===== src/rtl/pixel_writer.sv =====
// -----------------------------------------------------------------------------
// pixel_writer
//   Accepts pixels as (x, y, color), drops off-screen ones (counting them), and
//   turns on-screen ones into framebuffer writes at y*H_RES+x, one per cycle, in
//   acceptance order. A clear request drains pixels already in flight, then
//   sweeps the whole framebuffer with a fill color before accepting more.
//
//   Pipeline: accept -> address stage -> FIFO -> write register, so a pixel
//   accepted at edge k appears on fb_we_out after edge k+2.
//
// Ports
//   clk_in          system clock, rising edge
//   rst_n_in        asynchronous active-low reset
//   pix_valid_in    pixel presented           pix_ready_out  pixel can be taken
//   x_in, y_in      signed pixel coordinates  color_in       pixel color
//   clear_in        one-cycle fill request    clear_color_in fill color
//   busy_out        drain or clear in progress
//   fb_we_out       framebuffer write strobe, with fb_addr_out / fb_data_out
//   clip_count_out  saturating count of discarded off-screen pixels
// -----------------------------------------------------------------------------
module pixel_writer #(
   parameter int H_RES      = 320,
   parameter int V_RES      = 180,
   parameter int ADDR_W     = 16,
   parameter int FIFO_DEPTH = 4
) (
   input  logic                clk_in,
   input  logic                rst_n_in,
   input  logic                pix_valid_in,
   output logic                pix_ready_out,
   input  logic signed [31:0]  x_in,
   input  logic signed [31:0]  y_in,
   input  logic [3:0]          color_in,
   input  logic                clear_in,
   input  logic [3:0]          clear_color_in,
   output logic                busy_out,
   output logic                fb_we_out,
   output logic [ADDR_W-1:0]   fb_addr_out,
   output logic [3:0]          fb_data_out,
   output logic [15:0]         clip_count_out
);

   localparam int PTR_W = (FIFO_DEPTH > 1) ? $clog2(FIFO_DEPTH) : 1;
   localparam int CNT_W = PTR_W + 1;

   localparam logic signed [31:0] H_RES_S   = 32'(H_RES);
   localparam logic signed [31:0] V_RES_S   = 32'(V_RES);
   localparam logic [ADDR_W-1:0]  LAST_ADDR = ADDR_W'(H_RES * V_RES - 1);
   localparam logic [PTR_W-1:0]   PTR_LAST  = PTR_W'(FIFO_DEPTH - 1);
   localparam logic [CNT_W-1:0]   CNT_FULL  = CNT_W'(FIFO_DEPTH);

   typedef enum logic [1:0] {
      S_RUN,
      S_DRAIN,
      S_CLEAR
   } state_t;

   typedef struct packed {
      logic [ADDR_W-1:0] addr;
      logic [3:0]        color;
   } entry_t;

   state_t            state_q,       state_d;
   logic [3:0]        clear_color_q, clear_color_d;
   logic [ADDR_W-1:0] sweep_q,       sweep_d;
   logic [15:0]       clip_q,        clip_d;
   logic              stage_valid_q, stage_valid_d;
   entry_t            stage_q,       stage_d;
   logic [PTR_W-1:0]  wr_ptr_q,      wr_ptr_d;
   logic [PTR_W-1:0]  rd_ptr_q,      rd_ptr_d;
   logic [CNT_W-1:0]  count_q,       count_d;
   logic              fb_we_q,       fb_we_d;
   logic [ADDR_W-1:0] fb_addr_q,     fb_addr_d;
   logic [3:0]        fb_data_q,     fb_data_d;

   entry_t            mem_q [FIFO_DEPTH];

   logic              accept;
   logic              on_screen;
   logic              push;
   logic              pop;
   logic [ADDR_W-1:0] lin_addr;
   entry_t            head;

   assign pix_ready_out  = (state_q == S_RUN) && (count_q != CNT_FULL);
   assign busy_out       = (state_q != S_RUN);
   assign fb_we_out      = fb_we_q;
   assign fb_addr_out    = fb_addr_q;
   assign fb_data_out    = fb_data_q;
   assign clip_count_out = clip_q;

   always_comb begin
      // NOTE: every signal written here gets a default first, so no path can
      // leave one unassigned and infer a latch.
      state_d       = state_q;
      clear_color_d = clear_color_q;
      sweep_d       = sweep_q;
      clip_d        = clip_q;
      stage_valid_d = 1'b0;
      stage_d       = stage_q;
      wr_ptr_d      = wr_ptr_q;
      rd_ptr_d      = rd_ptr_q;
      fb_we_d       = 1'b0;
      fb_addr_d     = fb_addr_q;
      fb_data_d     = fb_data_q;

      accept    = pix_valid_in && pix_ready_out;
      on_screen = (x_in >= 32'sd0) && (x_in < H_RES_S) &&
                  (y_in >= 32'sd0) && (y_in < V_RES_S);
      lin_addr  = ADDR_W'(y_in * H_RES_S + x_in);
      head      = mem_q[rd_ptr_q];

      // Address stage: on-screen pixels move on next cycle, off-screen ones are
      // only counted.
      if (accept) begin
         stage_d       = '{addr: lin_addr, color: color_in};
         stage_valid_d = on_screen;
         if (!on_screen && (clip_q != 16'hFFFF)) begin
            clip_d = clip_q + 16'd1;
         end
      end

      // The FIFO drains every cycle it holds data, so with one push per cycle
      // at most its occupancy never actually grows past one entry.
      push = stage_valid_q;
      pop  = (count_q != '0) && (state_q != S_CLEAR);

      if (push) begin
         wr_ptr_d = (wr_ptr_q == PTR_LAST) ? '0 : wr_ptr_q + PTR_W'(1);
      end
      if (pop) begin
         rd_ptr_d  = (rd_ptr_q == PTR_LAST) ? '0 : rd_ptr_q + PTR_W'(1);
         fb_we_d   = 1'b1;
         fb_addr_d = head.addr;
         fb_data_d = head.color;
      end
      count_d = count_q + CNT_W'(push) - CNT_W'(pop);

      unique case (state_q)
         S_RUN: begin
            if (clear_in) begin
               clear_color_d = clear_color_in;
               state_d       = S_DRAIN;
            end
         end
         S_DRAIN: begin
            // Wait for both the FIFO and the address stage to be empty, so the
            // sweep never overtakes a pixel accepted before the clear.
            if ((count_q == '0) && !stage_valid_q) begin
               sweep_d = '0;
               state_d = S_CLEAR;
            end
         end
         S_CLEAR: begin
            fb_we_d   = 1'b1;
            fb_addr_d = sweep_q;
            fb_data_d = clear_color_q;
            if (sweep_q == LAST_ADDR) begin
               state_d = S_RUN;
            end else begin
               sweep_d = sweep_q + ADDR_W'(1);
            end
         end
         default: state_d = S_RUN;
      endcase
   end

   // NOTE: state registers use non-blocking assignments so every flop samples
   // the pre-edge values regardless of statement order.
   always_ff @(posedge clk_in or negedge rst_n_in) begin
      if (!rst_n_in) begin
         state_q       <= S_RUN;
         clear_color_q <= '0;
         sweep_q       <= '0;
         clip_q        <= '0;
         stage_valid_q <= 1'b0;
         stage_q       <= '0;
         wr_ptr_q      <= '0;
         rd_ptr_q      <= '0;
         count_q       <= '0;
         fb_we_q       <= 1'b0;
         fb_addr_q     <= '0;
         fb_data_q     <= '0;
      end else begin
         state_q       <= state_d;
         clear_color_q <= clear_color_d;
         sweep_q       <= sweep_d;
         clip_q        <= clip_d;
         stage_valid_q <= stage_valid_d;
         stage_q       <= stage_d;
         wr_ptr_q      <= wr_ptr_d;
         rd_ptr_q      <= rd_ptr_d;
         count_q       <= count_d;
         fb_we_q       <= fb_we_d;
         fb_addr_q     <= fb_addr_d;
         fb_data_q     <= fb_data_d;
      end
   end

   // NOTE: the FIFO storage has no reset; resetting the pointers and count
   // already marks every entry invalid, and stale contents are never read.
   always_ff @(posedge clk_in) begin
      if (push) begin
         mem_q[wr_ptr_q] <= stage_q;
      end
   end

endmodule


===== config.mk =====
export PLATFORM = sky130hd
export DESIGN_NAME = pixel_writer
export DESIGN_NICKNAME = d
export VERILOG_FILES = /design/src/rtl/pixel_writer.sv
export SDC_FILE = /design/constraint.sdc
export NUM_CORES = 1
export LEC_CHECK = 0
export ABC_CLOCK_PERIOD_IN_PS = 2960
export CORE_MARGIN = 3
export CORE_UTILIZATION = 54
export CTS_CLUSTER_SIZE = 20
export DETAILED_ROUTE_END_ITERATION = 7
export PLACE_DENSITY = 0.86
export SYNTH_ARGS = -nofsm -noshare
export SYNTH_HDL_FRONTEND = slang
export SYNTH_SLANG_ARGS = --single-unit

===== constraint.sdc =====
create_clock -name clk_in -period 2.96 [get_ports clk_in]
set_input_delay 0.888 -clock clk_in [delete_from_list [all_inputs] [get_ports clk_in]]
set_output_delay 0.888 -clock clk_in [all_outputs]
set_load 0.01 [all_outputs]

# [Word-level counts from Yosys, hierarchy flattened]
# Memory sizes are Yosys's and may differ from the RTL's.
# Index checks and enable logic that the tools add are counted.
[classes] mul=1 eq_ne=12 reduce_logical=20 mux=18 magnitude_cmp=4 addsub=7
[op_table] operator="greater-or-equal comparator 32 x 1 -> 1 bit (second input constant)" count=2
[op_table] operator="two-way mux 16 bit" count=4
[op_table] operator="adder 16 x 1 -> 16 bit (second input constant)" count=2
[op_table] operator="< comparator 32 x 10 -> 1 bit (second input constant)" count=1
[op_table] operator="< comparator 32 x 9 -> 1 bit (second input constant)" count=1
[op_table] operator="multiplier 32 x 4 -> 10 bit (second input constant)" count=1
[op_table] operator="one-hot mux 16 bit (2 select lines)" count=1
[op_table] operator="adder 16 bit" count=1
[op_table] operator="== test 16 bit (second input constant)" count=1
[op_table] operator="!= test 16 bit (second input constant)" count=1
[op_table] operator="two-way mux 2 bit" count=5
[op_table] operator="!= test 2 bit (second input constant)" count=5
[op_table] operator="logical AND 1 bit" count=8
[op_table] operator="two-way mux 4 bit" count=2
[op_table] operator="== test 2 bit (second input constant)" count=3
[op_table] operator="one-hot mux 2 bit (3 select lines)" count=1
[op_table] operator="AND reduction 3 bit" count=2
[op_table] operator="nonzero test 2 bit" count=3
[op_table] operator="two-way mux 1 bit" count=5
[op_table] operator="adder 2 x 1 -> 2 bit (second input constant)" count=2
[op_table] operator="AND reduction 2 bit" count=2
[op_table] operator="adder 3 x 1 -> 3 bit" count=1
[op_table] operator="logical NOT 3 bit" count=1
[op_table] operator="!= test 3 bit (second input constant)" count=1
[op_table] operator="other kinds (5)" count=6
[totals] out_inout_bits=39 ramBits=80 memories=1 elab_cells=76 reg_bits=87
[mem_list] name="mem_q" depth=4 width=20 read_ports=1 rd_clocked_by_memory_dff=0 write_ports=1 line="76" source="entry_t mem_q [FIFO_DEPTH];"

# [Longest topological paths before layout]
[logic_depth] ltp_word=7 mapped_depth=13 depth_no_buf=13

# [Least setup slack after synthesis]
# Ideal clock, no wire load.
[synth_timing] path_kind="in2reg" start="input y_in[1]" end="register stage_q[19] in the netlist's numbering" arrival_ns=3.105 setup_ns=0.135 path_buffers=0 path_slack_ns=-0.280 cell_stages=13 required_ns=2.825 path_cell_list="ha_1 -> ha_1 -> fa_1 -> a21oi_1 -> o21ai_0 -> o21a_1 -> ha_1 -> nor2_1 -> nand2_1 -> or2_2 -> a31oi_1 -> xnor2_1 -> o21ai_0"
[synth_between] elab_chain_len=2
[synth_lines] item="start, declared" line="32" source="input logic signed [31:0] y_in,"
[synth_lines] item="multiplier 32 x 4 -> 10 bit" line="110" source="lin_addr = ADDR_W'(y_in * H_RES_S + x_in);"
[synth_lines] item="adder 16 bit" line="110"
[synth_lines] item="end signal, assigned" line="190" source="stage_q <= stage_d;"
[synth_lines] item="end, declared" line="68" source="entry_t stage_q, stage_d;"
# No other way between the ends.
# A chain may end at the register's enable or synchronous reset.

# [Final worst setup path]
[layout_timing] start="input y_in[5]" end="register stage_q[19] in the netlist's numbering"
# The elaborated chain is that of the path after synthesis.

==> impl_metrics.py <==
metrics = {
    "yosys": {
        "synth_largest_area_cell": "edfxtp_1",
        "yosys_warnings": 0,
        "yosysSeqAreaShare": 0.605,
        "yosys.area.top_type_share": 0.317,
        "synth_edf_count": 80,
        "async_flop_share": 0.521,
        "syn-num-nets": 666,
        "avgSynthCellArea_um2": 13.6,
        "ys_seq_elements": 167,
        "ys.flop_type": "dfrtp_1",
        "synth_area_leaders": "edfxtp_1, dfrtp_1, mux4_2",
        "synth.distinct_cells": 51,
        "syn-instance-count": 556,
        "synth_area_mm2": 0.00757,
    },
    "placed_design": {
        "placed_cells": 863,
        "portBuffers": 114,
        "dp_hpwl_mm": 11.8,
        "gp_congestion": 0.890,
        "place_ws_ns": -0.742,
        "place_area_mm2": 0.00918,
    },
    "sta": {
        "fin_crit_sh": 0.993,
        "finalSetupViolations": 0,
        "worst-slew-pin-transition_ns": 1.06,
        "max-slew-margin-rel": 0.293,
        "setup_ws_ns": 0.0210,
        "maxSlewViolCount": 0,
        "grt_setup_unrepaired": "yes",
        "final.setup.tns_ns": 0,
        "skew_ns": 0.00589,
        "min_period_ns": 2.94,
        "fmax_ghz": 0.340,
        "finalHoldViolCount": 0,
    },
    "route": {
        "dr.pass1.iters": 5,
        "final_antenna_net_count": 0,
        "wirelength_mm": 17.8,
        "drt-initial-drc-count": 649,
        "route.detailed.drc": 0,
        "routed_via_density": 5.86,
        "wl_per_cell_um": 19.8,
        "vias": 5264,
    },
    "run_status": {
        "status": "finished, final reports clean",
    },
    "clocking": {
        "cts_tree": "built",
        "root_buffer": "clkbuf_16",
        "clock_latency_ns": 0.43,
        "clk_pin_slew_worst_paths_ns": 0.07,
        "ctsHtreeMaxLevel": 4,
        "cts.path.max_buffers": 2,
        "cts_made_buffers": 17,
        "ctsHoldBuffers": 0,
        "cts_sinks": 167,
    },
    "global_routing": {
        "grt_overflow": 0,
        "grt_pass1_vias": 5535,
        "grt_use_total": 0.234,
        "grt_pass1_wl_mm": 28.8,
        "grt_max_degree": 46,
        "antenna_found_initial": 0,
    },
    "critical_path": {
        "crit_type": "in -> reg",
        "critPathArrivalTime_ns": 3.24,
        "path_buf_inv": 2,
        "critical_path_depth": 12,
        "critPathLaunchType": "primary input",
        "crit_family": "adder cells",
        "timing.rr.end": "clip_count_out[4]",
        "required_ns": 3.26,
        "cp-end-kind": "flop",
        "reg2reg_slack_ns": 0.59,
        "r2r_start": "state_q[0]",
        "crit_chain": "dlygate4sd2_1 > ha_1 > ha_4 > buf_4 > xor2_1 > ha_2 > nor2_2 > nand2_2 > or2_4 > a31oi_4 > xnor2_1 > o21ai_1",
        "crit_path_max_fanout": 4,
        "reg2reg_depth": 7,
        "max_stage_delay_ns": 0.35,
        "slowest_stage": "ha_1",
    },
    "die": {
        "rows": 42,
        "dieWidth_um": 124,
        "die_area_mm2": 0.0155,
        "start_util": 0.563,
        "io-pin-count": 115,
        "die_h_um": 124,
        "core_mm2": 0.0135,
    },
    "pwr": {
        "total_leakage_power_uw": 0.00399,
        "total_power_uw": 7000,
        "p_per_area_mw_per_mm2": 703,
        "peakVddDrop_mv": 0.455,
    },
    "finish": {
        "fin_area_mm2": 0.00995,
        "antenna_cells": 0,
        "layout-drive-gt1-share": 0.207,
        "syn2layout_area_growth_pct": 31.5,
        "num-nets-final": 820,
        "finalNonFillerCells": 899,
    },
    "hold_path": {
        "hp-class": "in -> async",
    },
    "flow_run": {
        "maxCapViolCount": 0,
    },
}
## Yosys cell counts (2+ instances only)
| cell | instances |
|---|---|
| inv_1 | 14 |
| a31oi_1 | 2 |
| o21a_1 | 3 |
| buf_1 | 3 |
| xnor2_1 | 31 |
| clkbuf_1 | 13 |
| edfxtp_1 | 80 |
| nor2_1 | 28 |
| mux2i_1 | 20 |
| nand4_1 | 12 |
| o21ai_1 | 3 |
| nor2b_1 | 4 |
| a21oi_1 | 10 |
| and2_1 | 4 |
| and3_1 | 8 |
| ha_1 | 31 |
| o21ai_0 | 39 |
| mux2_2 | 17 |
| fa_1 | 3 |
| a211oi_1 | 3 |
| nor4_1 | 15 |
| o21bai_1 | 4 |
| dfrtp_1 | 87 |
| xor2_1 | 11 |
| nor3_1 | 5 |
| mux4_2 | 20 |
| or3_1 | 4 |
| nand2_1 | 50 |
| nand3_1 | 10 |
## worst max path at each step
| stage | endpoint | slack, ns | startpoint |
|---|---|---|---|
| finish | stage_q[19] | 0.02 | y_in[5] |
| floorplan | stage_q[19] | -0.03 | y_in[1] |
| detailed placement | stage_q[19] | -0.74 | y_in[3] |
| global placement | stage_q[19] | -0.66 | y_in[3] |
| global route | stage_q[19] | -0.08 | y_in[5] |
| CTS | stage_q[19] | 0.02 | y_in[6] |
## state kept, by name, summed over array words and instances (netlist names)
| name | cells |
|---|---|
| count_q | 3 |
| fb_we_out | 1 |
| mem_q | 80 |
| rd_ptr_q | 2 |
| wr_ptr_q | 2 |
| state_q | 2 |
| sweep_q | 16 |
| fb_data_out | 4 |
| clear_color_q | 4 |
| push | 1 |
| fb_addr_out | 16 |
| clip_count_out | 16 |
| stage_q | 20 |
## per-stage QoR
stage / utilization / hold slack [ns]
detailed placement: 0.682 / 0.479
global route: 0.740 / 0.515
finish: 0.740 / 0.479
CTS: 0.731 / 0.493
global placement: 0.682 / 0.460
floorplan: - / 0.446
## worst register-to-register path, delay by kind of cell, from the launching register on
family	cells	cell delay, ns
flip-flops	1	0.45
buffers and inverters	1	0.21
AND/OR/NAND/NOR	3	0.84
XOR/XNOR	1	0.14
AO/OA/AOI/OAI	2	0.60
## cell usage in the layout, fill, tap and decap left out, types with 6 or more instances in the layout
cell	instances
and3_1	8
dfrtp_1	87
buf_4	39
nand4_1	12
mux4_2	20
clkdlybuf4s50_1	105
edfxtp_1	80
clkbuf_16	17
o21ai_0	34
o21ai_1	6
ha_4	10
inv_1	13
xor2_1	11
nand3_1	10
mux2i_1	20
a21oi_1	6
mux2_2	17
ha_1	18
nor2_1	25
nand2_1	49
xnor2_1	31
nor4_1	15
## where the power goes
part           total [µW]  internal [µW]  switching (µW)
clock                2180           1200             984
combinational        1600            815             785
sequential           3220           2880             335
## kinds of logic (layout without fill, tap and decap cells)
kind of cell               count (synthesis)  count (layout)  synth area share
AOI/OAI and AO/OA                         72              72            0.0580
xor gates and xnor gates                  42              42            0.0486
adders and majority gates                 34              34            0.0592
buffers and inverters                     32             199            0.0170
DFF                                      167             167             0.605
muxes                                     58              58             0.113
and+or+nand+nor                          151             151            0.0998
## repair_timing
action,CTS,global route
gates resized for setup,16,35
buffers inserted,2,2
pin swaps,4,19
setup endpoints to repair,5,4
## per-layer routing
metal / up-vias / part of all wire / global-route usage
li1: 2362 / - / -
met1: 2627 / 0.41 / 0.308
met2: 232 / 0.51 / 0.383
met3: 43 / 0.057 / 0.0566
met4: 0 / 0.024 / 0.0845
met5: - / 0 / 0
## cell type report
cell class,count,area [µm²]
Clock inverter,15,164
Multi-Input combinational cell,357,3070
Inverter,14,52.6
Timing Repair Buffer,153,1440
Clock buffer,17,425
Fill cell,809,3500
Sequential cell,167,4580
Tap cell,176,220
No activity file was read; power rests on OpenSTA's default activity.
